File: src/rtl/phys_reg_free_list_if.sv
// -----------------------------------------------------------------------------
// phys_reg_free_list_if
//   Rename-stage bus of the physical register free list.
//   master : rename/dispatch/commit logic (drives requests, commits, flush)
//   slave  : the free list (answers with grants, occupancy and error flag)
//
//   alloc_req        lane k needs a destination this cycle
//   alloc_ready      all requesting lanes can be served and no flush is active
//   alloc_preg       physical index granted to lane k
//   commit_valid     committing instruction k returns an old mapping
//   commit_old_preg  previous mapping of that destination
//   flush            discard every uncommitted allocation
//   free_count       number of free entries
//   dup_err          sticky duplicate-free error (FREE_LIST_DUP_CHECK_EN only)
// -----------------------------------------------------------------------------
interface phys_reg_free_list_if #(
  parameter int SS = 2,
  parameter int PW = 6,
  parameter int CW = 6
);
  logic [SS-1:0]         alloc_req;
  logic                  alloc_ready;
  logic [SS-1:0][PW-1:0] alloc_preg;
  logic [SS-1:0]         commit_valid;
  logic [SS-1:0][PW-1:0] commit_old_preg;
  logic                  flush;
  logic [CW-1:0]         free_count;
  logic                  dup_err;

  modport master (
    output alloc_req, commit_valid, commit_old_preg, flush,
    input  alloc_ready, alloc_preg, free_count, dup_err
  );

  modport slave (
    input  alloc_req, commit_valid, commit_old_preg, flush,
    output alloc_ready, alloc_preg, free_count, dup_err
  );
endinterface

File: src/rtl/phys_reg_free_list.sv
// -----------------------------------------------------------------------------
// phys_reg_free_list
//   Circular free list of physical register indices. Hands out up to SS free
//   destinations per cycle (all-or-nothing, lane-compacted), takes back the
//   previous mapping of each committing destination at the tail, and tracks a
//   retire head so a flush returns every speculative allocation in one cycle.
//
//   Ports
//     clk  clock
//     rst  synchronous active-high reset; restores pointers and storage
//     bus  phys_reg_free_list_if.slave (see the interface for signal list)
//
//   Optional feature (macro FREE_LIST_DUP_CHECK_EN)
//     Keeps an in_list bit per physical register. Commits of index 0 or of an
//     index that is already free are dropped and raise the sticky dup_err.
//     Without the macro dup_err is tied low and commits are unchecked.
// -----------------------------------------------------------------------------
module phys_reg_free_list #(
  parameter int SS            = 2,
  parameter int TABLE_ENTRIES = 64,
  parameter int ARCH_REGS     = 32
) (
  input  logic                clk,
  input  logic                rst,
  phys_reg_free_list_if.slave bus
);
  localparam int DEPTH = TABLE_ENTRIES - ARCH_REGS;
  localparam int PW    = $clog2(TABLE_ENTRIES);
  localparam int IW    = $clog2(DEPTH);
  localparam int CW    = IW + 1;

  // Pointer = {wrap bit, index}; index runs modulo DEPTH.
  typedef logic [CW-1:0] ptr_t;
  typedef logic [PW-1:0] preg_t;

  // p + n with n <= DEPTH, so at most one wrap of the index.
  function automatic ptr_t ptr_add(input ptr_t p, input ptr_t n);
    logic [CW:0] sum;
    ptr_t        r;
    sum = {2'b00, p[IW-1:0]} + {1'b0, n};
    r   = p;
    if (sum >= (CW+1)'(DEPTH)) begin
      r[IW-1:0] = IW'(sum - (CW+1)'(DEPTH));
      r[CW-1]   = ~p[CW-1];
    end else begin
      r[IW-1:0] = sum[IW-1:0];
    end
    return r;
  endfunction

  // Distance a - b, valid while a is at most DEPTH entries ahead of b.
  function automatic ptr_t ptr_sub(input ptr_t a, input ptr_t b);
    ptr_t ai;
    ptr_t bi;
    ai = ptr_t'(a[IW-1:0]);
    bi = ptr_t'(b[IW-1:0]);
    return (a[CW-1] == b[CW-1]) ? ai - bi : ptr_t'(DEPTH) + ai - bi;
  endfunction

  ptr_t          head, tail, retire_head;
  ptr_t          head_d, tail_d, retire_head_d;
  preg_t         storage [DEPTH];
  ptr_t          req_cnt, com_cnt, free_cnt;
  logic          fire;
  logic [SS-1:0] commit_ok;
  logic [IW-1:0] alloc_slot  [SS];
  logic [IW-1:0] commit_slot [SS];

  // Allocation: lane k reads head + (requesting lanes below k).
  always_comb begin
    ptr_t off;
    ptr_t p;
    // NOTE: every variable gets a value before any branch, so no latch can form.
    off = '0;
    p   = '0;
    for (int k = 0; k < SS; k++) begin
      p             = ptr_add(head, off);
      alloc_slot[k] = p[IW-1:0];
      if (bus.alloc_req[k]) off = off + ptr_t'(1);
    end
    req_cnt = off;
  end

  always_comb begin
    for (int k = 0; k < SS; k++) bus.alloc_preg[k] = storage[alloc_slot[k]];
  end

  assign free_cnt        = ptr_sub(tail, head);
  assign bus.free_count  = free_cnt;
  assign bus.alloc_ready = !bus.flush && (req_cnt <= free_cnt);
  assign fire            = bus.alloc_ready && (|bus.alloc_req);

  // Commit: accepted lanes write at tail + (accepted lanes below k).
  always_comb begin
    ptr_t off;
    ptr_t p;
    off = '0;
    p   = '0;
    for (int k = 0; k < SS; k++) begin
      p              = ptr_add(tail, off);
      commit_slot[k] = p[IW-1:0];
      if (commit_ok[k]) off = off + ptr_t'(1);
    end
    com_cnt = off;
  end

  // Flush lands on the retire head after this cycle's commits have moved it.
  assign tail_d        = ptr_add(tail, com_cnt);
  assign retire_head_d = ptr_add(retire_head, com_cnt);
  assign head_d        = bus.flush ? retire_head_d
                       : fire      ? ptr_add(head, req_cnt)
                       :             head;

`ifdef FREE_LIST_DUP_CHECK_EN
  logic [TABLE_ENTRIES-1:0] in_list, in_list_d;
  logic                     dup_q, dup_hit;

  // A lane is dropped if its index is 0, already free, or returned by an
  // earlier lane in the same cycle.
  always_comb begin
    logic [TABLE_ENTRIES-1:0] seen;
    seen      = in_list;
    commit_ok = '0;
    dup_hit   = 1'b0;
    for (int k = 0; k < SS; k++) begin
      if (bus.commit_valid[k]) begin
        if (seen[bus.commit_old_preg[k]] || bus.commit_old_preg[k] == '0) begin
          dup_hit = 1'b1;
        end else begin
          commit_ok[k]                 = 1'b1;
          seen[bus.commit_old_preg[k]] = 1'b1;
        end
      end
    end
  end

  always_comb begin
    ptr_t span;
    int   rel;
    in_list_d = in_list;
    span      = ptr_sub(head, retire_head_d);
    rel       = 0;
    if (fire) begin
      for (int k = 0; k < SS; k++)
        if (bus.alloc_req[k]) in_list_d[bus.alloc_preg[k]] = 1'b0;
    end
    for (int k = 0; k < SS; k++)
      if (commit_ok[k]) in_list_d[bus.commit_old_preg[k]] = 1'b1;
    // Entries in [retire_head, head) become free again on a flush.
    if (bus.flush) begin
      for (int i = 0; i < DEPTH; i++) begin
        rel = i - int'(retire_head_d[IW-1:0]);
        if (rel < 0) rel = rel + DEPTH;
        if (rel < int'(span)) in_list_d[storage[i]] = 1'b1;
      end
    end
  end

  always_ff @(posedge clk) begin
    if (rst) begin
      in_list <= {{DEPTH{1'b1}}, {ARCH_REGS{1'b0}}};
      dup_q   <= 1'b0;
    end else begin
      in_list <= in_list_d;
      dup_q   <= dup_q | dup_hit;
    end
  end

  assign bus.dup_err = dup_q;
`else
  assign commit_ok   = bus.commit_valid;
  assign bus.dup_err = 1'b0;
`endif

  always_ff @(posedge clk) begin
    // NOTE: non-blocking assignments so every flop samples pre-edge values.
    if (rst) begin
      head        <= '0;
      retire_head <= '0;
      tail        <= {1'b1, {IW{1'b0}}};
      // NOTE: storage is reset because its initial contents are the free
      // registers ARCH_REGS..TABLE_ENTRIES-1, not don't-care data.
      for (int i = 0; i < DEPTH; i++) storage[i] <= preg_t'(ARCH_REGS + i);
    end else begin
      head        <= head_d;
      tail        <= tail_d;
      retire_head <= retire_head_d;
      for (int k = 0; k < SS; k++)
        if (commit_ok[k]) storage[commit_slot[k]] <= bus.commit_old_preg[k];
    end
  end

endmodule

File: src/flat_wrapper.sv
// flat-port wrapper written by rule: the top's interface ports become plain ports
module phys_reg_free_list_flat 
#(
  parameter int SS            = 2,
  parameter int TABLE_ENTRIES = 64,
  parameter int ARCH_REGS     = 32
)
  (clk, rst, bus_alloc_req, bus_commit_valid, bus_commit_old_preg, bus_flush, bus_alloc_ready, bus_alloc_preg, bus_free_count, bus_dup_err);
  phys_reg_free_list_if #(.SS(SS), .PW((6)), .CW((6))) bus_i ();
  input  logic clk;
  input  logic rst;
  input wire logic [$bits(bus_i.alloc_req)-1:0] bus_alloc_req;
  input wire logic [$bits(bus_i.commit_valid)-1:0] bus_commit_valid;
  input wire logic [$bits(bus_i.commit_old_preg)-1:0] bus_commit_old_preg;
  input wire logic [$bits(bus_i.flush)-1:0] bus_flush;
  output wire logic [$bits(bus_i.alloc_ready)-1:0] bus_alloc_ready;
  output wire logic [$bits(bus_i.alloc_preg)-1:0] bus_alloc_preg;
  output wire logic [$bits(bus_i.free_count)-1:0] bus_free_count;
  output wire logic [$bits(bus_i.dup_err)-1:0] bus_dup_err;
  assign bus_i.alloc_req = bus_alloc_req;
  assign bus_i.commit_valid = bus_commit_valid;
  assign bus_i.commit_old_preg = bus_commit_old_preg;
  assign bus_i.flush = bus_flush;
  assign bus_alloc_ready = bus_i.alloc_ready;
  assign bus_alloc_preg = bus_i.alloc_preg;
  assign bus_free_count = bus_i.free_count;
  assign bus_dup_err = bus_i.dup_err;
  phys_reg_free_list #(.SS(SS), .TABLE_ENTRIES(TABLE_ENTRIES), .ARCH_REGS(ARCH_REGS)) u_core (.clk(clk), .rst(rst), .bus(bus_i));
endmodule
File: config.mk
export PLATFORM = sky130hd
export DESIGN_NAME = phys_reg_free_list_flat
export DESIGN_NICKNAME = d
export VERILOG_FILES = /design/src/rtl/phys_reg_free_list_if.sv /design/src/rtl/phys_reg_free_list.sv /design/src/flat_wrapper.sv
export SDC_FILE = /design/constraint.sdc
export NUM_CORES = 1
export LEC_CHECK = 0
export CORE_ASPECT_RATIO = 1.1
export CORE_UTILIZATION = 45
export DETAILED_ROUTE_END_ITERATION = 10
export GPL_ROUTABILITY_DRIVEN = 0
export HOLD_SLACK_MARGIN = 0.02
export PLACE_DENSITY = 0.71
export SYNTH_ARGS = -nofsm -noshare
export SYNTH_HDL_FRONTEND = slang
export SYNTH_SLANG_ARGS = --single-unit
File: constraint.sdc
create_clock -name clk -period 6.9 [get_ports clk]
set_input_delay 0.69 -clock clk [delete_from_list [all_inputs] [get_ports clk]]
set_output_delay 0.69 -clock clk [all_outputs]
set_load 0.005 [all_outputs]
; Yosys cells after proc, flatten, opt, wreduce, memory -nomap -nowiden
; Memory sizes are Yosys's and may differ from the RTL's.
; Cells that the tools add are included.
[totals]
ff_bits = 18
ramBits = 192
memories = 1
[memory_table]
columns = memory, depth, width, read_ports, rd_ports_with_merged_regs, wr, line_no
row1 = u_core.storage, 32, 6, 2, 0, 32, phys_reg_free_list.sv:62  ; preg_t storage [DEPTH];
[classes]
addsub = 17
n_lt_le_gt_ge = 8
eq_ne = 1
mux = 30
bitwise_logic = 3
n_reduce_logical = 9
[op_table]
columns = cell, count
row1 = two-way mux 5 bit, 9
row2 = two-way mux 6 bit, 7
row3 = subtractor 5 x 1 -> 5 bit (second input constant), 7
row4 = adder 5 x 6 -> 7 bit, 3
row5 = greater-or-equal comparator 7 x 6 -> 1 bit (second input constant), 3
row6 = two-way mux 1 bit, 14
row7 = adder 5 x 1 -> 6 bit, 2
row8 = greater-or-equal comparator 5 x 6 -> 1 bit (second input constant), 2
row9 = greater-or-equal comparator 6 bit (second input constant), 2
row10 = OR reduction 6 bit, 2
row11 = adder 6 x 5 -> 6 bit (first input constant), 1
row12 = <= comparator 6 bit, 1
row13 = subtractor 5 x 5 -> 6 bit, 1
row14 = subtractor 6 x 5 -> 6 bit, 1
row15 = adder 1 x 1 -> 2 bit (second input constant), 2
row16 = nonzero test 2 bit, 2
row17 = inverter 1 bit, 3
row18 = logical AND 1 bit, 2
row19 = AND reduction 2 bit, 1
row20 = OR reduction 2 bit, 1
row21 = equality test 1 bit, 1
row22 = logical NOT 1 bit, 1

; Depth between registers and ports, before layout
[logic_depth]
ltp_word = 8
depth_mapped = 10
mapped_depth_nobuf = 10

; Worst setup path after synthesis
; OpenSTA, ideal clock, no wires.
[synth_path]
path_type = input -> output
startpoint = input bus_alloc_req[0]
endpoint = output bus_alloc_preg[10]
arrival_ps = 2932
slack_ps = 3278
path_stages = 7
cell_sequence = ha_1 ha_1 clkbuf_1 clkbuf_1 mux4_2 mux4_2 mux2_2
[synth_via]
elab_chain_cells = 5
word_cells_on_any_way = 6
cone_classes = 2 x add/sub / 1 x order compare / 2 x mux / 1 x memory
[synth_rtl]
columns = element, line_no
row1 = from (decl), flat_wrapper.sv:12  ; input wire logic [$bits(bus_i.alloc_req)-1:0] bus_alloc_req;
row2 = two-way mux 1 bit (*), phys_reg_free_list.sv:79  ; if (bus.alloc_req[k]) off = off + ptr_t'(1);
row3 = adder 5 x 1 -> 6 bit (*), phys_reg_free_list.sv:40  ; sum = {2'b00, p[IW-1:0]} + {1'b0, n};
row4 = subtractor 5 x 1 -> 5 bit or greater-or-equal comparator 6 bit (tied branches), "phys_reg_free_list.sv:43, phys_reg_free_list.sv:42"
row5 = two-way mux 5 bit (*), phys_reg_free_list.sv:42  ; if (sum >= (CW+1)'(DEPTH)) begin
row6 = memory (32 x 6 bit) (*), n/a
row7 = to (decl), flat_wrapper.sv:17  ; output wire logic [$bits(bus_i.alloc_preg)-1:0] bus_alloc_preg;
; Mark *: on every way between the ends. The rest lies on a longest branch, timed or not.

; Final worst setup path
[layout_path]
startpoint = input bus_alloc_req[0]
endpoint = output bus_alloc_preg[7]
; The elaborated chain is that of the path after synthesis.

==> results_dict.tcl <==
set metrics [dict create \
    power_density_nw_per_um2 241.2 \
    cts_buffers 24 \
    fin_area_um2 15010 \
    drtIter0Drc 1756 \
    synth_fp_nets 1317 \
    clkTransAtPathRegs_ps 60 \
    netlist_instances 1274 \
    fmax_ghz 0.1987 \
    drive_gt1_frac 0.1590 \
    worst_ep_required_time_ps 6210 \
    io_buffers 37 \
    clock-sinks 215 \
    synth_largest_area_cell "edfxtp_1" \
    fp-row-count 66 \
    die_w_um 168.3 \
    drt_first_pass_iters 5 \
    rsz0062_at_grt "false" \
    totalNegativeSetupSlack_ps 0 \
    drc 0 \
    cts_setup_buffers 0 \
    cts_root_buffer "clkbuf_16" \
    layout.nets 1290 \
    grt_max_degree 59 \
    crit_arrival_ps 4340 \
    initial_utilization 0.4607 \
    antenna_found_initial 0 \
    chipHeight_um 185.0 \
    synth.yosys.seq_area_share 0.4546 \
    synth-main-ff-cell "edfxtp_1" \
    drv_slew 0 \
    skew_ps 15.89 \
    start_kind "input pin" \
    grt_pass1_wl_um 67670 \
    path_buf_inv 2 \
    synth-seq-cells 215 \
    synthToLayoutAreaGrowth_pct 9.591 \
    vias_per_cell 6.872 \
    yosys-top-cells-area "edfxtp_1, mux4_2, nor2_1" \
    async_flop_share 0 \
    dp_hpwl_um 30900 \
    syn_area_um2 13700 \
    clk-insertion-delay-late_ps 540 \
    antennaDiodeCount 0 \
    crit_path_max_incr_delay_ps 1090 \
    post-synth-top-area-fraction 0.4209 \
    synth.avg_cell_area_um2 10.75 \
    detail-route-antenna-nets 0 \
    setup-violations-final 0 \
    cellLeakagePower_nw 4.403 \
    crit_path_top_delay_cell "ha_2" \
    critPathKind "input pin to primary output" \
    tightestPinTransition_ps 1258 \
    crit_fanout 48 \
    vias 11257 \
    wl_per_cell_um 28.33 \
    ir_worst_vdd_uv 168.2 \
    cts_tree "built" \
    worstHoldPathType "flip-flop to flip-flop" \
    die-area_um2 31140 \
    grt_pass1_vias 10639 \
    htreeDepth 1 \
    end_kind "primary output" \
    cts_resized 0 \
    synth_enable_flop_cells 192 \
    yosysUniqueCellTypes 50 \
    status "complete, no violations" \
    gr-total-overflow 0 \
    pin_count 39 \
    fin_ws_ps 1867 \
    cts-hold-fix-buffers 0 \
    path_cells "clkdlybuf4s50_1 > ha_4 > ha_2 > mux4_2 > mux4_2 > mux2_2 > clkdlybuf4s50_1" \
    grt_usage 0.3013 \
    total_power_mw 3.620 \
    period_share 0.7294 \
    placed_cell_area_um2 14250 \
    clk_path_buf_depth 3 \
    core_area_um2 29730 \
    slew_headroom 0.1610 \
    pre_cts_ws_ps 1936 \
    drv_cap 0 \
    hold_viol 0 \
    crit_family "adder cells" \
    routed_wl_um 46410 \
    period_needed_ps 5033 \
    yosys_warnings 0 \
]
[worst register-to-register path, delay by kind of cell, from the launching register on]
kind / cells / cell delay [ps]
DFF: 1 / 940
and+or+nand+nor: 3 / 1840
AOI/OAI and AO/OA: 1 / 340
[registers in the layout, summed over array words and instances (netlist names), named ones only]
register / cells
u_core.storage: 192
u_core.retire_head: 6
u_core.tail: 6
u_core.head: 6
[cell type report]
cell class / instances / area (um2)
clock buffers: 28 / 636.9
clock inverters: 15 / 121.4
fillers: 2562 / 14720
inverters: 23 / 86.33
multi-input cells: 925 / 6944
flip-flops and latches: 215 / 6231
well taps: 374 / 467.9
repair buffers: 58 / 523.0
[kinds of logic after synthesis]
logic type               share of synthesized area
XOR/XNOR                                   0.01014
adder cells (fa/ha/maj)                    0.02412
AO/OA/AOI/OAI                              0.09646
other                                    0.0002738
AND/OR/NAND/NOR                             0.1668
multiplexers                                0.2072
buffers and inverters                      0.04047
flip-flops                                  0.4546
[per-layer routing]
layer / routed length [um] / global-route usage
met4: 3146 / 0.1753
met3: 8264 / 0.1162
met5: 0 / 0
met1: 15670 / 0.3816
met2: 19320 / 0.4400
[power breakdown]
| part | switching (mW) | total [mW] | internal (mW) |
|---|---|---|---|
| Combinational | 0.393 | 0.788 | 0.395 |
| Clock | 0.538 | 1.27 | 0.730 |
| Sequential | 0.103 | 1.56 | 1.46 |
| Total | 1.03 | 3.62 | 2.59 |
[final timing paths]
path,to,from,depth (start not counted),slack [ps]
max,bus_alloc_preg[7],bus_alloc_req[0],7,1870
min,u_core.retire_head[4]$_SDFF_PP0_,u_core.retire_head[4]$_SDFF_PP0_,2,520
max reg2reg,u_core.storage[25][3]$_DFFE_PP_,u_core.tail[4]$_SDFF_PP0_,4,3460
min reg2reg,u_core.retire_head[4]$_SDFF_PP0_,u_core.retire_head[4]$_SDFF_PP0_,2,520
[cell usage in the layout (no fill, tap or decap), drive strengths merged, types with 2 or more instances in the layout]
cell and count:
a211oi 2, a21o 2, a21oi 118, a221oi 4, a22oi 3, a31oi 10, and2 7, and3 3
buf 22, bufinv 2, clkbuf 28, clkdlybuf4s50 36, clkinv 12, clkinvlp 2, dfxtp 23, edfxtp 192
fa 4, ha 20, inv 22, mux2 12, mux4 120, nand2 159, nand2b 16, nand3 42
nand3b 4, nand4 3, nor2 162, nor2b 14, nor3 69, nor4 4, o21a 3, o21ai 89
o31ai 5, or2 3, or3 24, xnor2 11, xor2 4
[cells in the mapped netlist (all sizes together) (21+ instances only)]
library cell / instances
nor2: 162
inv: 21
mux4: 120
or3: 24
a21oi: 118
buf: 23
o21ai: 89
clkbuf: 88
nand2: 159
nand3: 42
edfxtp: 192
nor3: 69
dfxtp: 23
[per-stage QoR]
stage / cells / utilization / hold WS (ps)
6_report: 1638 / 0.5049 / 520.8
5_1_grt: 1638 / 0.5049 / 580.2
4_1_cts: 1638 / 0.5049 / 521.1
3_5_place_dp: 1595 / 0.4794 / 512.9
3_3_place_gp: 1595 / 0.4794 / 509.0
2_1_floorplan: 1274 / - / 477.9
(Power assumes the default switching activity.)
